`src/rtl/katio_logic_gates.sv`:
```
// katio_logic_gates
//   Registered two-operand bitwise logic unit. Produces AND, XOR and NAND of
//   two WIDTH-bit operands in parallel with one cycle of latency. The ALU
//   result mux selects among these outputs.
//
//   Optional feature macro: KATIO_GATES_DIFF_EN
//     When defined, adds diff_cnt, the registered popcount of a ^ b
//     (Hamming distance between the operands).
//
//   Ports:
//     clk        clock, rising edge
//     rst        asynchronous active-high reset
//     in_valid   qualifies a/b for capture this cycle
//     a, b       WIDTH-bit operands
//     and_out    registered a & b
//     exor_out   registered a ^ b
//     nand_out   registered ~(a & b)
//     out_valid  one-cycle pulse per captured input
//     diff_cnt   registered popcount(a ^ b), $clog2(WIDTH+1) bits (macro only)

// One bit lane. Bits never interact, so the datapath is just WIDTH copies.
module katio_gate_lane (
    input  logic clk,
    input  logic rst,
    input  logic en,
    input  logic a,
    input  logic b,
    output logic and_q,
    output logic exor_q,
    output logic nand_q
);
    // nand_q is its own flop (reset to 1) rather than an inverter on and_q,
    // so every output comes straight off a register; it always equals ~and_q.
    always_ff @(posedge clk or posedge rst) begin
        if (rst) begin
            and_q  <= 1'b0;
            exor_q <= 1'b0;
            nand_q <= 1'b1;
        end else if (en) begin
            and_q  <= a & b;
            exor_q <= a ^ b;
            nand_q <= ~(a & b);
        end
    end
endmodule

module katio_logic_gates #(
    parameter int WIDTH = 1
) (
    input  logic             clk,
    input  logic             rst,
    input  logic             in_valid,
    input  logic [WIDTH-1:0] a,
    input  logic [WIDTH-1:0] b,
    output logic [WIDTH-1:0] and_out,
    output logic [WIDTH-1:0] exor_out,
    output logic [WIDTH-1:0] nand_out,
`ifdef KATIO_GATES_DIFF_EN
    output logic [$clog2(WIDTH+1)-1:0] diff_cnt,
`endif
    output logic             out_valid
);
    localparam int STAGES = 1;

    // vld_pipe[0] is the incoming strobe; higher taps are registered copies.
    logic [STAGES:0] vld_pipe;
    assign vld_pipe[0] = in_valid;

    always_ff @(posedge clk or posedge rst) begin
        if (rst) vld_pipe[STAGES:1] <= '0;
        else     vld_pipe[STAGES:1] <= vld_pipe[STAGES-1:0];
    end

    assign out_valid = vld_pipe[STAGES];

    for (genvar i = 0; i < WIDTH; i++) begin : g_lane
        katio_gate_lane u_lane (
            .clk    (clk),
            .rst    (rst),
            .en     (in_valid),
            .a      (a[i]),
            .b      (b[i]),
            .and_q  (and_out[i]),
            .exor_q (exor_out[i]),
            .nand_q (nand_out[i])
        );
    end

`ifdef KATIO_GATES_DIFF_EN
    localparam int CNT_W = $clog2(WIDTH+1);

    logic [CNT_W-1:0] pop;

    always_comb begin
        pop = '0;
        for (int i = 0; i < WIDTH; i++)
            pop = pop + CNT_W'(a[i] ^ b[i]);
    end

    // Same capture/hold/reset rules as the gate outputs.
    always_ff @(posedge clk or posedge rst) begin
        if (rst)           diff_cnt <= '0;
        else if (in_valid) diff_cnt <= pop;
    end
`endif
endmodule

```
`config.mk`:
```
export PLATFORM = sky130hd
export DESIGN_NAME = katio_logic_gates
export DESIGN_NICKNAME = d
export VERILOG_FILES = /design/src/rtl/katio_logic_gates.sv
export SDC_FILE = /design/constraint.sdc
export NUM_CORES = 1
export LEC_CHECK = 0
export CORE_AREA = 4 4 41 43
export CTS_CLUSTER_SIZE = 14
export DETAILED_ROUTE_END_ITERATION = 10
export DIE_AREA = 0 0 45 47
export PLACE_DENSITY = 0.3
export SETUP_SLACK_MARGIN = 0.02
export SLEW_MARGIN = 5
export SYNTH_ARGS = -nofsm -noshare
export SYNTH_HDL_FRONTEND = slang
export SYNTH_HIERARCHICAL = 1
export SYNTH_SLANG_ARGS = --single-unit
```
`constraint.sdc`:
```
create_clock -name clk -period 0.9 [get_ports clk]
set_input_delay 0.18 -clock clk [delete_from_list [all_inputs] [get_ports clk]]
set_output_delay 0.18 -clock clk [all_outputs]
set_load 0.02 [all_outputs]
```
==> impl_results.md, run 1 <==
* Post-route minimum period at 1.05 ns
* Post-synthesis average cell area at 13.8 µm²
* Total stage count of the critical path at 1
* Number of core rows at 13
* Max VDD drop at 0.887 mV
* Antenna violations before repair at 0
* Max Root-Sink Buffers at 2
* Count of buffers from port buffering at 8
* Violations in the final reports: setup timing
* Die width at 45 µm
* Layout cell share with drive strength beyond 1 at 44.0%
* Top cells by count, synth: 3 x sky130_fd_sc_hd__dfrtp_1, 2 x sky130_fd_sc_hd__ha_1, 2 x sky130_fd_sc_hd__inv_1, 2 x sky130_fd_sc_hd__mux2_2
* Final setup skew at 0 ns
* Post-synthesis instance area at 165 µm²
* Final global-route overflow total at 0
* Net count reported at finish at 33
* Async S/R FF share, synth at 100%
* Via-to-Cell Ratio at 3.28
* # Max-Cap Violations at 0
* Post-CTS setup buffer count at 0
* Count of vias placed by the detailed router at 131
* Count of unresolved DRC violations after routing at 0
* Wire length after detailed routing at 389 µm
* Reg2reg start: g_lane[0].u_lane/exor_q$_DFFE_PP0P_
* Worst R2R Setup Slack at 0.15 ns
* Number of DRC markers in iteration 0 at 0
* Maximum fanout along the worst path at 2
* CTS clk-pin slew, worst paths at 0.04 ns
* Synth top area share at 45.5%
* Startpoint type of the worst setup path: flip-flop
* Die outline height at 47 µm
* Number of warnings issued by yosys at 6
* Worst path buffer plus inverter count at 1
* Post-DRT Antenna Nets at 0
* Critical Setup Path Class: flip-flop to output pin
* Effective utilization at floorplan at 12.7%
* Endpoint required time on the critical path at 0.72 ns
* Clock H-tree levels at 1
* Total leakage power at 0.149 nW
* Most used flip-flop cell after synthesis: sky130_fd_sc_hd__dfrtp_1
* RePlAce Congestion at 0.662
* Maximum number of pins on one net before global-route repair at 4
* Final-report max-slew violation count at 0
* Hold-fix buffers at CTS at 0
* Master cell of the clock root buffer: sky130_fd_sc_hd__clkbuf_4
* Non-filler instance count after layout at 40
* Launch point of the worst path: g_lane[0].u_lane/nand_q$_DFFE_PP1P_
* Fin worst setup slack at -0.153 ns
* Capturing point of the worst reg2reg path: g_lane[0].u_lane/exor_q$_DFFE_PP0P_
* CTS sink count at 4
* Share of the yosys chip area belonging to registers at 61.4%
* Number of hold-slack violations in the final timing report at 0
* Kind of end point of the critical path: output pin
* Top area cells in the synthesized netlist: sky130_fd_sc_hd__dfrtp_1 45%, sky130_fd_sc_hd__dfstp_2 16%, sky130_fd_sc_hd__ha_1 15%, sky130_fd_sc_hd__mux2_2 14%, sky130_fd_sc_hd__inv_1 4.5%
* Most instantiated library cell after synthesis: sky130_fd_sc_hd__dfrtp_1
* Nets in the synthesized netlist at 19
* Cells along the critical path: buf_6
* Transition time at the pin with the least slew margin at 0.148 ns
* Initial DRT Pass Iterations at 1
* Die Area at 0.00212 mm²
* Max stage delay cell, worst path: sky130_fd_sc_hd__dfstp_2
* Cell taking the most area after synthesis: sky130_fd_sc_hd__dfrtp_1
* Placed Cells at 36
* Register bit total from synthesis at 4
* Max Clk Rate at 0.950 GHz
* Sum of internal, switching and leakage power at 0.559 mW
* Global-route wire length before repair at 696 µm
* Status: complete, but fails checks
* Diodes inserted at 0
* Num ports at 9
* Number of buffers added by the clock tree synthesis step at 3
* Peak per-stage delay on the critical path at 0.53 ns
* Post-synthesis cell count at 12
* Delay-heaviest family, CP: flip-flops
* Total Routing Usage GR at 5.54%
* Clock latency reported for the late side of the worst-skew pair at 0.24 ns
* TritonCTS clock tree: yes
* Final routed wire length divided by cell count at 9.73 µm
* Worst r2r path cells at 1
* Remaining max-slew budget at the tightest pin at 90.1%
* Endpoint of the worst setup timing path: nand_out
* Power per cell area at 1870 mW/mm²
* Tcrit/Tclk final at 117%
* Number of distinct library cells after synthesis at 7
* CP Data Arrival Time at 0.87 ns
* Final hold slack at 0.115 ns
* HP Class: input pin to async pin
* Area grow syn2layout at 81.1%
* RSZ-0062 raised after global routing: true
* Number of global-route vias before repair at 158
* Number of enable-type register cells in the synthesized netlist at 0
* Core area at 0.00130 mm²
* Number of setup violations in the final report at 4
[where the power goes]
part           internal (mW)  switching [mW]  leakage (nW)
registers              0.200          0.0107        0.0468
clock network          0.167          0.0790        0.0150
logic                 0.0574          0.0455        0.0868
total                  0.424           0.135         0.149
[area by class of cell]
class	instances	area, µm²
fill	157	1000
clock buffer	4	26.3
multi-input combinational	6	56.3
inverter	2	7.51
sequential	4	101
timing repair buffer	9	88.8
tap	15	18.8
[through the flow]
stage / cell area (µm²) / setup WS (ns) / setup TNS [ns] / utilization [%]
after floorplan: 165 / 0.0740 / 0 / -
after global placement: 272 / -0.399 / -1.90 / 20.9
after detailed placement: 272 / -0.411 / -1.91 / 20.9
after CTS: 299 / -0.170 / -0.280 / 23.0
after global routing: 299 / -0.196 / -0.392 / 23.0
final: 299 / -0.153 / -0.216 / 23.0
[registers in the layout, indices dropped and copies added (netlist names)]
register,flops
g_lane.u_lane/and_q,1
out_valid,1
g_lane.u_lane/nand_q,1
g_lane.u_lane/exor_q,1
[how the worst min path moves through the flow]
stage                                to  slack [ns]  cells past startpoint
floorplan           out_valid$_DFF_PP0_       -0.09                      1
global placement    out_valid$_DFF_PP0_        0.36                      2
detailed placement  out_valid$_DFF_PP0_        0.35                      2
CTS                 out_valid$_DFF_PP0_        0.11                      2
global route        out_valid$_DFF_PP0_        0.11                      2
finish              out_valid$_DFF_PP0_        0.11                      2
[routing by layer]
layer / vias up / share of wire, % / track usage (%) / wire length, µm
met5: - / 0 / 0 / 0
met4: 0 / 0 / 1.75 / 0
met3: 0 / 13 / 7.28 / 49
met2: 9 / 39 / 7.06 / 150
met1: 58 / 49 / 5.25 / 189
li1: 64 / - / - / -
[placed cells by master, fill, tap and decap left out]
master | netlist | routed
sky130_fd_sc_hd__clkbuf_4 | 0 | 3
sky130_fd_sc_hd__nor2_1 | 1 | 1
sky130_fd_sc_hd__inv_1 | 2 | 2
sky130_fd_sc_hd__clkdlybuf4s50_1 | 0 | 1
sky130_fd_sc_hd__ha_1 | 2 | 2
sky130_fd_sc_hd__dfrtp_1 | 3 | 3
sky130_fd_sc_hd__buf_4 | 0 | 1
sky130_fd_sc_hd__mux2_2 | 2 | 2
sky130_fd_sc_hd__dlygate4sd2_1 | 0 | 3
sky130_fd_sc_hd__dfstp_2 | 1 | 1
sky130_fd_sc_hd__a21oi_1 | 1 | 1
sky130_fd_sc_hd__buf_6 | 0 | 4
sky130_fd_sc_hd__clkbuf_1 | 0 | 1
[what timing repair did]
item                       CTS  global route
setup endpoints to repair    6             4
resized for setup           27             0
pin swaps                    1             0
[kinds of logic after synthesis]
kind of cell / count (synthesis) / share of synthesized area, %
simple gates: 1 / 2.27
compound gates: 1 / 3.03
mux: 2 / 13.6
buf+inv: 2 / 4.55
fa+ha+maj: 2 / 15.1
flops: 4 / 61.4
No activity file was read; power rests on OpenSTA's default activity.
==> inputs of run 2 (changes only) <==
--- a/config.mk
+++ b/config.mk
@@ -10,7 +10,6 @@
 export DETAILED_ROUTE_END_ITERATION = 10
 export DIE_AREA = 0 0 45 47
 export PLACE_DENSITY = 0.3
-export SETUP_SLACK_MARGIN = 0.02
 export SLEW_MARGIN = 5
 export SYNTH_ARGS = -nofsm -noshare
 export SYNTH_HDL_FRONTEND = slang
==> constraint.sdc (replaced) <==
create_clock -name clk -period 1.2 [get_ports clk]
set_input_delay 0.24 -clock clk [delete_from_list [all_inputs] [get_ports clk]]
set_output_delay 0.24 -clock clk [all_outputs]
set_load 0.02 [all_outputs]
==> run 2 against run 1 <==
- the run now ends clean
- cell area down 2.5%
- power decreased by 26%
- worst setup slack gained 0.20 ns
- first-iteration DRC count grew 1
- clock power fell by 24%
- critical path type unchanged
- largest power group unchanged
==> impl_results.md, run 2 (synthesized netlist as in run 1, its figures left out) <==
* Status: complete, no violations
* Core area at 0.00130 mm² (unchanged)
* Endpoint required time on the critical path at 0.96 ns (+0.24 ns)
* Num ports at 9 (unchanged)
* Effective utilization at floorplan at 12.7% (unchanged)
* Tcrit/Tclk final at 96.0%
* Die width at 45 µm (unchanged)
* Number of buffers added by the clock tree synthesis step at 3 (unchanged)
* Clock latency reported for the late side of the worst-skew pair at 0.24 ns (about the same)
* Clock H-tree levels at 1 (unchanged)
* Max VDD drop at 0.594 mV (-33%)
* Max Root-Sink Buffers at 2 (unchanged)
* Critical Setup Path Class: flip-flop to output pin
* Startpoint type of the worst setup path: flip-flop
* Cells along the critical path: buf_2
* Antenna violations before repair at 0 (unchanged)
* Worst path buffer plus inverter count at 1 (unchanged)
* Final setup skew at 0 ns (unchanged)
* Non-filler instance count after layout at 40 (unchanged)
* Number of hold-slack violations in the final timing report at 0 (unchanged)
* Kind of end point of the critical path: output pin
* Share of total power in the clock network at 45.3% (+1.4 points)
* Die outline height at 47 µm (unchanged)
* HPWL after DPL at 328 µm
* Diodes inserted at 0 (unchanged)
* CTS clk-pin slew, worst paths at 0.04 ns (about the same)
* Commonest cells after routing, fill and taps aside: 4 x sky130_fd_sc_hd__clkdlybuf4s50_1, 3 x sky130_fd_sc_hd__clkbuf_4, 3 x sky130_fd_sc_hd__dfrtp_1
* Final-layout fill cell count at 144 (-8.3%)
* Global-route wire length before repair at 690 µm (-0.86%)
* Final Cell Area at 292 µm² (-2.5%)
* Number of core rows at 13 (unchanged)
* Via-to-Cell Ratio at 3.48 (+6.1%)
* CTS sink count at 4 (unchanged)
* Delay-heaviest family, CP: flip-flops
* CP Data Arrival Time at 0.91 ns (+0.04 ns)
* Fraction of power consumed by sequential logic at 37.6% (about the same)
* Number of global-route vias before repair at 162 (+2.5%)
* Max Clk Rate at 0.868 GHz
* Final hold slack at 0.168 ns (+0.0539 ns)
* # Max-Cap Violations at 0 (unchanged)
* Final-report max-slew violation count at 0 (unchanged)
* Maximum fanout along the worst path at 2 (unchanged)
* Fin worst setup slack at 0.0483 ns (+0.201 ns)
* HP Class: input pin to async pin
* Max stage delay cell, worst path: sky130_fd_sc_hd__dfstp_2
* TritonCTS clock tree: yes
* Placed standard-cell area at 272 µm² (unchanged)
* Final routed wire length divided by cell count at 10.2 µm (+4.4%)
* Total Routing Usage GR at 5.47% (-0.070 points)
* Post-DRT Antenna Nets at 0 (unchanged)
* Count of unresolved DRC violations after routing at 0 (unchanged)
* Master cell of the clock root buffer: sky130_fd_sc_hd__clkbuf_4
* Peak per-stage delay on the critical path at 0.52 ns (about the same)
* Initial DRT Pass Iterations at 2 (+1)
* Most frequent standard cell in the layout excluding fill and tap cells: sky130_fd_sc_hd__clkdlybuf4s50_1
* Total leakage power at 0.138 nW (-7.3%)
* Number of setup violations in the final report at 0 (-4)
* Net count reported at finish at 33 (unchanged)
* Die Area at 0.00212 mm² (unchanged)
* Count of buffers from port buffering at 8 (unchanged)
* Layout cell share with drive strength beyond 1 at 32.0% (-12 points)
* Switching power at 0.102 mW (-24%)
* Post-route minimum period at 1.15 ns
* Sum of internal, switching and leakage power at 0.414 mW (-26%)
* Final global-route overflow total at 0 (unchanged)
* Post-CTS setup buffer count at 0 (unchanged)
* Remaining max-slew budget at the tightest pin at 85.7% (-4.4 points)
* Count of vias placed by the detailed router at 139 (+6.1%)
* Internal power summed over all cells at 0.312 mW (-27%)
* Maximum number of pins on one net before global-route repair at 4 (unchanged)
* Switching Share at 24.7% (+0.55 points)
* Wire length after detailed routing at 406 µm (+4.4%)
* Transition time at the pin with the least slew margin at 0.215 ns (+0.0666 ns)
* Placement-stage worst setup slack at -0.168 ns (+0.243 ns)
* Number of DRC markers in iteration 0 at 1 (+1)
* RSZ-0062 raised after global routing: false
* RePlAce Congestion at 0.664 (+0.23%)
* Part of the power in combinational logic at 17.1% (-1.3 points)
* Area grow syn2layout at 76.5%
* Power per cell area at 1420 mW/mm² (-24%)
* Placed Cells at 36 (unchanged)
## run 2: cell count changes in the layout (fill, tap and decap cells not counted)
cell                              change
sky130_fd_sc_hd__dlygate4sd2_1        -2
sky130_fd_sc_hd__clkdlybuf4s50_1      +3
sky130_fd_sc_hd__buf_6                -4
sky130_fd_sc_hd__buf_2                +1
sky130_fd_sc_hd__clkdlybuf4s15_1      +2
## run 2: final cells by class
type                    count  area [µm²]  area share [%]
inverters                   2        7.51            2.58
repair buffers              9        81.3            27.9
well taps                  15        18.8            6.44
multi-input cells           6        56.3            19.3
clock buffers               4        26.3            9.01
flip-flops and latches      4         101            34.8
## run 2: worst paths after layout
kind	startpoint	end	slack, ns	cells past startpoint
setup / recovery	g_lane[0].u_lane/nand_q$_DFFE_PP1P_	nand_out	0.05	1
hold / removal	rst	out_valid$_DFF_PP0_	0.17	2
setup reg to reg	g_lane[0].u_lane/exor_q$_DFFE_PP0P_	g_lane[0].u_lane/exor_q$_DFFE_PP0P_	0.45	1
hold reg to reg	g_lane[0].u_lane/nand_q$_DFFE_PP1P_	g_lane[0].u_lane/nand_q$_DFFE_PP1P_	0.49	2
max in group asynchronous	rst	g_lane[0].u_lane/nand_q$_DFFE_PP1P_	0.77	2
min in group clk	g_lane[0].u_lane/nand_q$_DFFE_PP1P_	g_lane[0].u_lane/nand_q$_DFFE_PP1P_	0.49	2
## run 2: stage by stage
stage | setup TNS, ns | utilization [%]
after floorplan | 0 | -
after global placement | -0.362 | 20.9
after detailed placement | -0.381 | 20.9
after CTS | 0 | 22.2
after global routing | 0 | 22.4
final | 0 | 22.4
## run 2: per-layer routing
layer / vias up / GRT usage [%] / part of all wire, %
li1: 63 / - / -
met1: 66 / 4.82 / 39
met2: 10 / 7.06 / 42
met3: 0 / 7.66 / 19
met4: 0 / 1.75 / 0
met5: - / 0 / 0
## run 2: power by group through the flow
stage / Combinational, mW / Clock [mW] / Sequential, mW
floorplan: 0.0148 / 0 / 0.173
global placement: 0.0801 / 0 / 0.157
detailed placement: 0.0795 / 0 / 0.157
CTS: 0.0708 / 0.199 / 0.156
global route: 0.0769 / 0.214 / 0.157
finish: 0.0707 / 0.187 / 0.156
## run 2: what timing repair did
action                     4_1_cts  5_1_grt
hold buffers                     0        0
pin swaps                        0        0
gates resized for setup          7        2
setup endpoints to repair        4        2
